===== config.mk =====
export PLATFORM = sky130hd
export DESIGN_NAME = cache_controller
export DESIGN_NICKNAME = d
export VERILOG_FILES = /design/src/rtl/cache_controller_pkg.sv /design/src/rtl/cache_controller_sat_counter.sv /design/src/rtl/cache_controller.sv
export SDC_FILE = /design/constraint.sdc
export NUM_CORES = 1
export LEC_CHECK = 0
export ABC_AREA = 1
export CAP_MARGIN = 20
export CORE_AREA = 2 2 148 150
export DETAILED_ROUTE_END_ITERATION = 6
export DIE_AREA = 0 0 150 152
export SYNTH_ARGS = -nofsm -noshare
export SYNTH_HDL_FRONTEND = slang
export SYNTH_SLANG_ARGS = --single-unit

===== constraint.sdc =====
create_clock -name clk -period 1.9 [get_ports clk]
set_input_delay 0.475 -clock clk [delete_from_list [all_inputs] [get_ports clk]]
set_output_delay 0.475 -clock clk [all_outputs]
set_load 0.02 [all_outputs]

===== src/rtl/cache_controller_pkg.sv =====
// Shared types and constants for the data-cache controller.
// Holds FSM state encodings, the data base address and cache field widths.
package cache_controller_pkg;

    typedef enum logic [1:0] {
        IDLE      = 2'd0,
        READ_MISS = 2'd1,
        WRITE     = 2'd2
    } cc_state_t;

    localparam logic [31:0] C_DATA_BASE = 32'd1024;

    localparam int TAG_W  = 10;
    localparam int ROW_W  = 6;
    localparam int COL_W  = 1;
    localparam int CADR_W = TAG_W + ROW_W + COL_W;

endpackage


===== src/rtl/cache_controller_sat_counter.sv =====
// Saturating up-counter; holds at all ones instead of wrapping.
// Ports: clk, rst (async active-low), i_inc, o_count[W-1:0].
module sat_counter #(
    parameter int W = 16
) (
    input  logic         clk,
    input  logic         rst,
    input  logic         i_inc,
    output logic [W-1:0] o_count
);

    logic [W-1:0] r_count;

    always_ff @(posedge clk or negedge rst) begin
        if (!rst) begin
            r_count <= '0;
        end else if (i_inc && (r_count != {W{1'b1}})) begin
            r_count <= r_count + 1'b1;
        end
    end

    assign o_count = r_count;

endmodule


===== src/rtl/cache_controller.sv =====
// Data-cache controller between the MEM stage and the SRAM controller.
// Ports: MEM request (address/wdata/mem_*), cache strobes, SRAM handshake, hit/miss counters.
module cache_controller
    import cache_controller_pkg::*;
#(
    parameter logic [31:0] DATA_BASE = C_DATA_BASE,
    parameter int          HIT_CNT_W = 16
) (
    input  logic                 clk,
    input  logic                 rst,
    input  logic [31:0]          address,
    input  logic [31:0]          wdata,
    input  logic                 mem_r_en,
    input  logic                 mem_w_en,
    output logic [31:0]          rdata,
    output logic                 ready,
    output logic [CADR_W-1:0]    cache_address,
    output logic [63:0]          cache_write_data,
    output logic                 cache_read_en,
    output logic                 cache_write_en,
    output logic                 cache_invalidate,
    input  logic [31:0]          cache_read_data,
    input  logic                 cache_hit,
    output logic [31:0]          sram_address,
    output logic [31:0]          sram_wdata,
    output logic                 sram_r_en,
    output logic                 sram_w_en,
    input  logic [63:0]          sram_rdata,
    input  logic                 sram_ready,
    output logic [HIT_CNT_W-1:0] hit_count,
    output logic [HIT_CNT_W-1:0] miss_count
);

    cc_state_t          r_state;
    cc_state_t          w_state_n;
    logic [CADR_W-1:0]  w_adj;
    logic               w_col;
    logic               w_hit_inc;
    logic               w_miss_inc;

    // DATA_BASE is word aligned, so only the word-address bits need subtracting.
    assign w_adj         = address[18:2] - DATA_BASE[18:2];
    assign w_col         = w_adj[0];
    assign cache_address = w_adj;
    assign sram_address  = address;
    assign sram_wdata    = wdata;
    assign cache_write_data = sram_rdata;

    always_ff @(posedge clk or negedge rst) begin
        if (!rst) begin
            r_state <= IDLE;
        end else begin
            r_state <= w_state_n;
        end
    end

    always_comb begin
        w_state_n        = r_state;
        ready            = 1'b1;
        rdata            = cache_read_data;
        cache_read_en    = 1'b0;
        cache_write_en   = 1'b0;
        cache_invalidate = 1'b0;
        sram_r_en        = 1'b0;
        sram_w_en        = 1'b0;
        w_hit_inc        = 1'b0;
        w_miss_inc       = 1'b0;
        unique case (r_state)
            IDLE: begin
                // Store wins over a simultaneous load.
                if (mem_w_en) begin
                    cache_invalidate = 1'b1;
                    sram_w_en        = 1'b1;
                    ready            = 1'b0;
                    w_state_n        = WRITE;
                end else if (mem_r_en) begin
                    if (cache_hit) begin
                        cache_read_en = 1'b1;
                        w_hit_inc     = 1'b1;
                    end else begin
                        sram_r_en  = 1'b1;
                        ready      = 1'b0;
                        w_miss_inc = 1'b1;
                        w_state_n  = READ_MISS;
                    end
                end
            end
            READ_MISS: begin
                sram_r_en = 1'b1;
                ready     = 1'b0;
                if (sram_ready) begin
                    cache_write_en = 1'b1;
                    rdata = w_col ? sram_rdata[63:32] : sram_rdata[31:0];
                    ready     = 1'b1;
                    w_state_n = IDLE;
                end
            end
            WRITE: begin
                sram_w_en = 1'b1;
                ready     = 1'b0;
                if (sram_ready) begin
                    ready     = 1'b1;
                    w_state_n = IDLE;
                end
            end
            default: w_state_n = IDLE;
        endcase
        // Strobes are forced quiet while reset is asserted.
        if (!rst) begin
            ready            = 1'b1;
            cache_read_en    = 1'b0;
            cache_write_en   = 1'b0;
            cache_invalidate = 1'b0;
            sram_r_en        = 1'b0;
            sram_w_en        = 1'b0;
            w_hit_inc        = 1'b0;
            w_miss_inc       = 1'b0;
            w_state_n        = IDLE;
        end
    end

    sat_counter #(.W(HIT_CNT_W)) u_hit_cnt (
        .clk     (clk),
        .rst     (rst),
        .i_inc   (w_hit_inc),
        .o_count (hit_count)
    );

    sat_counter #(.W(HIT_CNT_W)) u_miss_cnt (
        .clk     (clk),
        .rst     (rst),
        .i_inc   (w_miss_inc),
        .o_count (miss_count)
    );

endmodule


-- Word-level counts from Yosys, hierarchy flattened
Index checks and enable logic that the tools add are counted.
- word-level logic and storage cells: 51
- register bits after elaboration: 34
- input port bits: 166
- output and inout port bits: 215
- $add $sub $neg: 3
- multiplexer cells: 33
- equal/unequal tests: 7
- reductions and logical operators: 5
- operators with widths (cell ; number):
    two-way mux 32 bit ; 3
    adder 16 x 1 -> 16 bit, second input constant ; 2
    inequality test 16 bit, second input constant ; 2
    two-way mux 1 bit ; 21
    subtractor 17 x 9 -> 17 bit, second input constant ; 1
    two-way mux 2 bit ; 5
    inequality test 4 bit, second input constant ; 2
    one-hot mux 1 bit (2 select lines) ; 3
    one-hot mux 2 bit (2 select lines) ; 1
    inequality test 3 x 2 -> 1 bit, second input constant ; 1
    AND reduction 3 bit ; 1
    equality test 2 x 1 -> 1 bit, second input constant ; 1
    equality test 2 bit, second input constant ; 1
    logical AND 1 bit ; 2
    zero test 2 bit ; 1
    OR reduction 2 bit ; 1

-- Longest topological paths before layout
Gate-level depths: netlist of run 1.
- depth after elaboration: 6
- depth in mapped cells: 10

-- Hierarchy
A second synthesis of run 1 with hierarchy kept.
- cell total of the unflattened synthesis: 653
- area total of the unflattened synthesis: 4324.1 sq um
- by module, submodules not included (module ; seq. area each (sq um) ; cells an instance ; instances ; area an instance (sq um)):
    cache_controller ; 50.0 ; 355 ; 1 ; 2207.1
    sat_counter ; 400.4 ; 149 ; 2 ; 1058.5

-- Worst setup path after synthesis of run 1
OpenSTA, ideal clock, no wires.
- path kind: register to output
- from: register r_state[1]
- to: output rdata[10]
- path slack: -0.146 ns
- data arrival time: 1.571 ns
- required time: 1.425 ns
- cell stages (with the launch flop): 8
- cells stage by stage: dfrtp_1 > inv_1 > ha_1 > nand2_1 > inv_1 > buf_1 > nor2_1 > a21oi_1
- word-level cells in the longest chain between the ends: 2
- RTL lines (what ; RTL line ; RTL):
    from (decl) ; cache_controller.sv:34 ; cc_state_t r_state;
    from (signal assigned) ; cache_controller.sv:53 ; r_state <= w_state_n;
    equality test 2 x 1 -> 1 bit ; cache_controller.sv:68 ; unique case (r_state)
    two-way mux 32 bit ; cache_controller.sv:68 ;
    to (decl) ; cache_controller.sv:15 ; output logic [31:0] rdata,
No other way between the ends.

-- Final worst setup path of run 1
- from: register r_state[1]
- to: output rdata[0]
Same word-level chain as after synthesis.

==> reports/qor.txt, run 1 <==
status - finished with violations
failing checks - negative setup slack
Comb power frac - 54.9%
LEAKAGE - 0.003464 uW
CTS tree - built
Clock transition at path regs - 0.05 ns
Synth area leader - buf_4
Routed WL per cell - 16.58 um
post-layout util - 35.56%
Seq pwr share - 24.5%
slowest stage delay, CP - 0.39 ns
Fin. Hold Viols - 0
Worst Path Required - 1.42 ns
Slew headroom - 76.77%
fmax - 0.4675 GHz
Setup crit end - rdata[0]
clock root buffer - clkbuf_16
largest net degree at the start of global routing - 26
final worst slack - -0.2390 ns
GRT Total Usage - 15.39%
slowest library cell on the worst path - dfrtp_1
Seq/Total Area, Yosys - 21.16%
clock buffer depth - 2
syn_nets - 808
Finished Layout Cells - 1,132
Yosys cell types - 27
Psw - 1586 uW
area of the die - 0.02280 mm^2
Rows - 54
vias - 4,679
num ports - 381
leading cell types by total area after synthesis - buf_4 (25%), dfrtp_1 (21%), nand2_1 (16%), a21oi_1 (8.0%), nor2_1 (7.1%)
reg2reg setup slack - 0.12 ns
Synth Cell Area - 0.004020 mm^2
DR iter-0 viols - 148
input/output buffers - 265
max-cap viol count - 0
multi-input logic area - 0.002525 mm^2
CP Class - flop to output port
Clock Power Share - 20.6%
RSZ-0062 raised after global routing - true
antenna-violating nets left - 0
GPL Wtd Cong - 0.8241
area delta synth->final - 88.86%
Routed WL - 18,770 um
synthesized instance count - 634
# H-tree levels - 2
Least-Margin Pin Slew - 0.3484 ns
Die Ht - 152 um
most common cell after layout, fill and taps aside - nand2_1
final slew viol count - 0
adder-cell share of the synthesized area - 2.490%
Chip Width - 150 um
VDD IR max - 0.5148 mV
r2r startpoint - r_state[1]$_DFFE_PN0P_
largest family of logic cells by synthesized area - buffers and inverters
P_int - 2423 uW
Synthesis Warnings - 0
GR Overflow Total - 0
worst-path cell chain - inv_2 > ha_4 > nand2_8 > buf_12 > buf_12 > a21oi_4 > a21oi_2 > buf_6
dpl ws - -0.9264 ns
post-DP HPWL - 14,470 um
post-synthesis simple-gate area fraction - 29.91%
worst hold path class - input port to async pin
drt first pass iters - 4
Yosys top cell area share - 25.40%
initial core utilization - 18.83%
Inst Count DP - 1,092
Critical Path AT - 1.66 ns
switching share of total power - 39.56%
commonest non-fill, non-tap cells in the layout - nand2_1 (168), clkdlybuf4s50_1 (117), buf_4 (93)
initial antenna violation count - 1
CP Launch Point - r_state[1]$_DFFE_PN0P_
Mean Syn Cell Area - 6.341 um^2
Crit path top cell by count - buf_12
vias per cell - 4.133
clock latency on the worst-skew pair - 0.28 ns
core box area - 0.02135 mm^2
minimum clock period - 2.139 ns
CP startpoint kind - flop
r2r endpoint - u_miss_cnt.o_count[6]$_DFFE_PN0P_
mux share of post-synthesis cell area - 0%
CTS Buf Count - 5
Max FO, Critical Path - 7
Fin Hold WS - 0.2790 ns
fill count - 2,228
setup TNS - -6.761 ns
compound-gate portion of the synthesized area - 10.58%
Register-to-Register Path Depth - 12
Reg area - 850.8 um^2
first-pass GRT wire length - 26,900 um
CTS Hold Buffers Added - 0
Remaining DRCs - 0
Clock Skews - 0.004975 ns
crit end category - output port
CTS sink count - 34
Setup violations, final - 36
fin crit share - 112.6%
Synth Register Bits - 34
power density over the cells - 528.1 mW/mm^2
post-synthesis xor/xnor area fraction - 4.139%
share of layout cells above drive strength 1 - 33.37%
Post-layout nets - 1,024
vias in the first global route - 4,490
## power by group through the flow
stage	Combinational, uW	Sequential (uW)	Clock [uW]
3_3_place_gp	1950	992	0
5_1_grt	2360	1010	889
3_5_place_dp	1960	992	0
4_1_cts	2120	985	863
6_report	2200	983	825
2_1_floorplan	1030	1100	0
## how the worst min path moves through the flow
stage                                        end  slack [ns]                         startpoint
5_1_grt                   r_state[1]$_DFFE_PN0P_        0.30                                rst
6_report                  r_state[1]$_DFFE_PN0P_        0.28                                rst
3_3_place_gp   u_hit_cnt.o_count[14]$_DFFE_PN0P_        0.50  u_hit_cnt.o_count[14]$_DFFE_PN0P_
2_1_floorplan             r_state[0]$_DFFE_PN0P_        0.18                                rst
4_1_cts                   r_state[1]$_DFFE_PN0P_        0.27                                rst
3_5_place_dp   u_hit_cnt.o_count[14]$_DFFE_PN0P_        0.52  u_hit_cnt.o_count[14]$_DFFE_PN0P_
## layout make-up
cell class                 instances  share of cell area [%]
sequential                        34                   11.21
inverter                          45                   2.439
tap                              280                   4.614
clock inverter                     1                 0.06592
timing repair buffer             361                   46.51
antenna                            1                 0.03296
multi-input combinational        403                   33.26
clock buffer                       7                   1.879
## per-layer routing
| metal | track usage (%) | vias up | share of wire, % |
|---|---|---|---|
| met1 | 17.79 | 2142 | 39 |
| met4 | 3.549 | 0 | 1.6 |
| met5 | 0 | - | 0 |
| met2 | 27.85 | 224 | 51 |
| met3 | 4.294 | 16 | 9.0 |
| li1 | - | 2297 | - |
## through the flow
stage	power, uW	instance area, um^2
floorplan	2128	4153
global placement	2941	6576
detailed placement	2952	6576
CTS	3963	7272
global route	4255	7592
finish	4010	7592
## worst max-delay path, delay by kind of cell (launching register included)
family	cells	cell delay [ns]
buffers and inverters	4	0.53
DFF	1	0.39
AOI/OAI and AO/OA	2	0.21
adders and majority gates	1	0.17
and+or+nand+nor	1	0.07
## flip-flops by register name, indices dropped and copies added (netlist names)
name / flops
u_miss_cnt.o_count: 16
r_state: 2
u_hit_cnt.o_count: 16
## kinds of logic (layout without fill, tap and decap cells)
family                   count (synthesis)  after routing
AND/OR/NAND/NOR                        294            294
AO/OA/AOI/OAI                           82             82
other                                    0              1
XOR/XNOR                                19             19
flip-flops                              34             34
adder cells (fa/ha/maj)                  8              8
buffers and inverters                  197            414
## synthesized netlist by cell type, drive strengths merged
cell	number
a21oi	64
clkinv	1
ha	8
inv	44
nand3b	1
xnor2	14
nand3	24
dfrtp	34
nor3	3
xor2	5
nand2	177
buf	140
nor2	78
o21ai	17
nand4	11
a22o	1
clkbuf	12
## repair_timing
item,4_1_cts,5_1_grt
pin swaps,19,19
buffers inserted,9,16
endpoints found under the hold margin,0,0
gates resized for setup,439,78
endpoints found under the setup margin,120,83
gates cloned,6,0
No activity file was read; power rests on OpenSTA's default activity.
==> inputs of run 2 (changes only) <==
Settings changed: CORE_AREA 2 2 148 150 to 2 2 150 152, DIE_AREA 0 0 150 152 to 0 0 152 154.
Clock period 1.9 ns to 2.5 ns, I/O delays scaled along.
==> reports/qor.txt, run 2 (same netlist as run 1, synthesis figures left out) <==
status - finished clean
most common cell after layout, fill and taps aside - clkdlybuf4s50_1
DR iter-0 viols - 199
Clock Power Share - 24.0%
input/output buffers - 265
P_int - 1778 uW
minimum clock period - 2.481 ns
final worst slack - 0.01944 ns
RSZ-0062 raised after global routing - true
switching share of total power - 37.71%
Setup violations, final - 0
final slew viol count - 0
Seq pwr share - 26.4%
share of layout cells above drive strength 1 - 18.05%
vias per cell - 4.066
Critical Path AT - 1.86 ns
Max FO, Critical Path - 2
Slew headroom - 64.90%
clock latency on the worst-skew pair - 0.28 ns
Critical path buffers and inverters - 3
antenna cell count - 0
Routed WL - 17,100 um
area of the die - 0.02341 mm^2
initial core utilization - 18.54%
slowest stage delay, CP - 0.58 ns
clock root buffer - clkbuf_16
# H-tree levels - 2
vias in the first global route - 4,253
Fin. Hold Viols - 0
CP Class - input port to output port
Clock Skews - 0.003574 ns
Post-layout nets - 1,004
antenna-violating nets left - 0
Register-to-Register Path Depth - 8
VDD IR max - 0.3154 mV
fin crit share - 99.22%
area delta synth->final - 66.17%
CP startpoint kind - input port
Worst Path Required - 1.88 ns
setup TNS - 0 ns
clock buffer depth - 2
CTS Buf Count - 5
Crit path top cell by count - clkdlybuf4s50_1
Psw - 1077 uW
CTS Hold Buffers Added - 0
fmax - 0.4031 GHz
worst-path cell chain - clkdlybuf4s50_1 > buf_4 > clkdlybuf4s50_1
power density over the cells - 427.4 mW/mm^2
Reg area - 850.8 um^2
dpl ws - -0.6833 ns
GPL Wtd Cong - 0.8931
crit end category - output port
first-pass GRT wire length - 24,890 um
LEAKAGE - 0.003037 uW
fill count - 2,354
core box area - 0.02169 mm^2
GR Overflow Total - 0
Remaining DRCs - 0
commonest non-fill, non-tap cells in the layout - clkdlybuf4s50_1 (196), nand2_1 (173), buf_4 (78)
Clock transition at path regs - 0.05 ns
max-cap viol count - 0
Comb power frac - 49.6%
Chip Width - 152 um
largest net degree at the start of global routing - 33
Least-Margin Pin Slew - 0.5245 ns
Die Ht - 154 um
initial antenna violation count - 4
CTS sink count - 34
num ports - 381
post-DP HPWL - 14,180 um
CP delay by family, top - buffers and inverters
drt first pass iters - 4
Overall Power - 2855 uW
vias - 4,517
Rows - 54
multi-input logic area - 0.001954 mm^2
CTS tree - built
slowest library cell on the worst path - clkdlybuf4s50_1
WP depth - 3
GRT Total Usage - 13.55%
worst hold path class - input port to async pin
post-layout util - 30.80%
Routed WL per cell - 15.39 um
run 2: changes by cell type in the layout (fill, tap and decap cells not counted), moves of 15 or more:
cell and change:
clkdlybuf4s50_1 +79, a21oi_1 +58, dlygate4sd2_1 -36, a21oi_2 -33, buf_6 -31, a21oi_4 -25
buf_4 -15
run 2: layer usage:
layer | global-route usage [%] | vias to the layer above | part of all wire [%]
met5 | 0 | - | 0.094
met4 | 1.958 | 2 | 0.73
met3 | 4.115 | 13 | 7.8
met2 | 24.75 | 218 | 50
met1 | 15.93 | 2035 | 41
li1 | - | 2249 | -
run 2: cell type report:
class | count | share of cell area [%]
Timing Repair Buffer | 341 | 47.67
Sequential cell | 34 | 12.74
Inverter | 45 | 2.603
Multi-Input combinational cell | 403 | 29.26
Tap cell | 280 | 5.244
Clock buffer | 8 | 2.491
run 2: power groups by stage:
stage          combinational [uW]  sequential [uW]  clock [uW]
2_1_floorplan                 755              833           0
3_3_place_gp                 1440              764           0
3_5_place_dp                 1450              760           0
4_1_cts                      1420              754         708
5_1_grt                      1520              773         726
6_report                     1410              755         686
run 2: stage by stage:
| stage | std cells | instance area (um^2) | hold WS [ns] |
|---|---|---|---|
| finish | 1111 | 6680 | 0.3324 |
| global route | 1111 | 6680 | 0.3449 |
| CTS | 1111 | 6649 | 0.3253 |
| detailed placement | 1101 | 6538 | 0.5342 |
| global placement | 1101 | 6538 | 0.5230 |
| floorplan | 634 | 4020 | 0.3294 |
run 2: worst reg2reg max path: stages (launching register included):
cell and delay, ns:
dfrtp_1 0.45, ha_1 0.28, nand3_2 0.13, clkinv_1 0.07
nand2_2 0.10, o21ai_4 0.47, inv_4 0.16, nand2_1 0.11
nand2_1 0.05
run 2: repair_timing:
item / CTS / global route
gates cloned: 1 / 0
endpoints found under the hold margin: 0 / 0
pin swaps: 3 / 4
gates resized for setup: 157 / 37
buffers inserted: 1 / 0
setup endpoints to repair: 52 / 30
run 2: worst paths after layout:
kind	endpoint	slack, ns	start
max in group asynchronous	u_miss_cnt.o_count[2]$_DFFE_PN0P_	1.70	rst
min in group clk	u_hit_cnt.o_count[15]$_DFFE_PN0P_	0.54	u_hit_cnt.o_count[15]$_DFFE_PN0P_
min reg2reg	u_hit_cnt.o_count[15]$_DFFE_PN0P_	0.54	u_hit_cnt.o_count[15]$_DFFE_PN0P_
max	cache_write_data[1]	0.02	sram_rdata[1]
min	r_state[0]$_DFFE_PN0P_	0.33	rst
max reg2reg	u_miss_cnt.o_count[15]$_DFFE_PN0P_	0.59	u_miss_cnt.o_count[0]$_DFFE_PN0P_
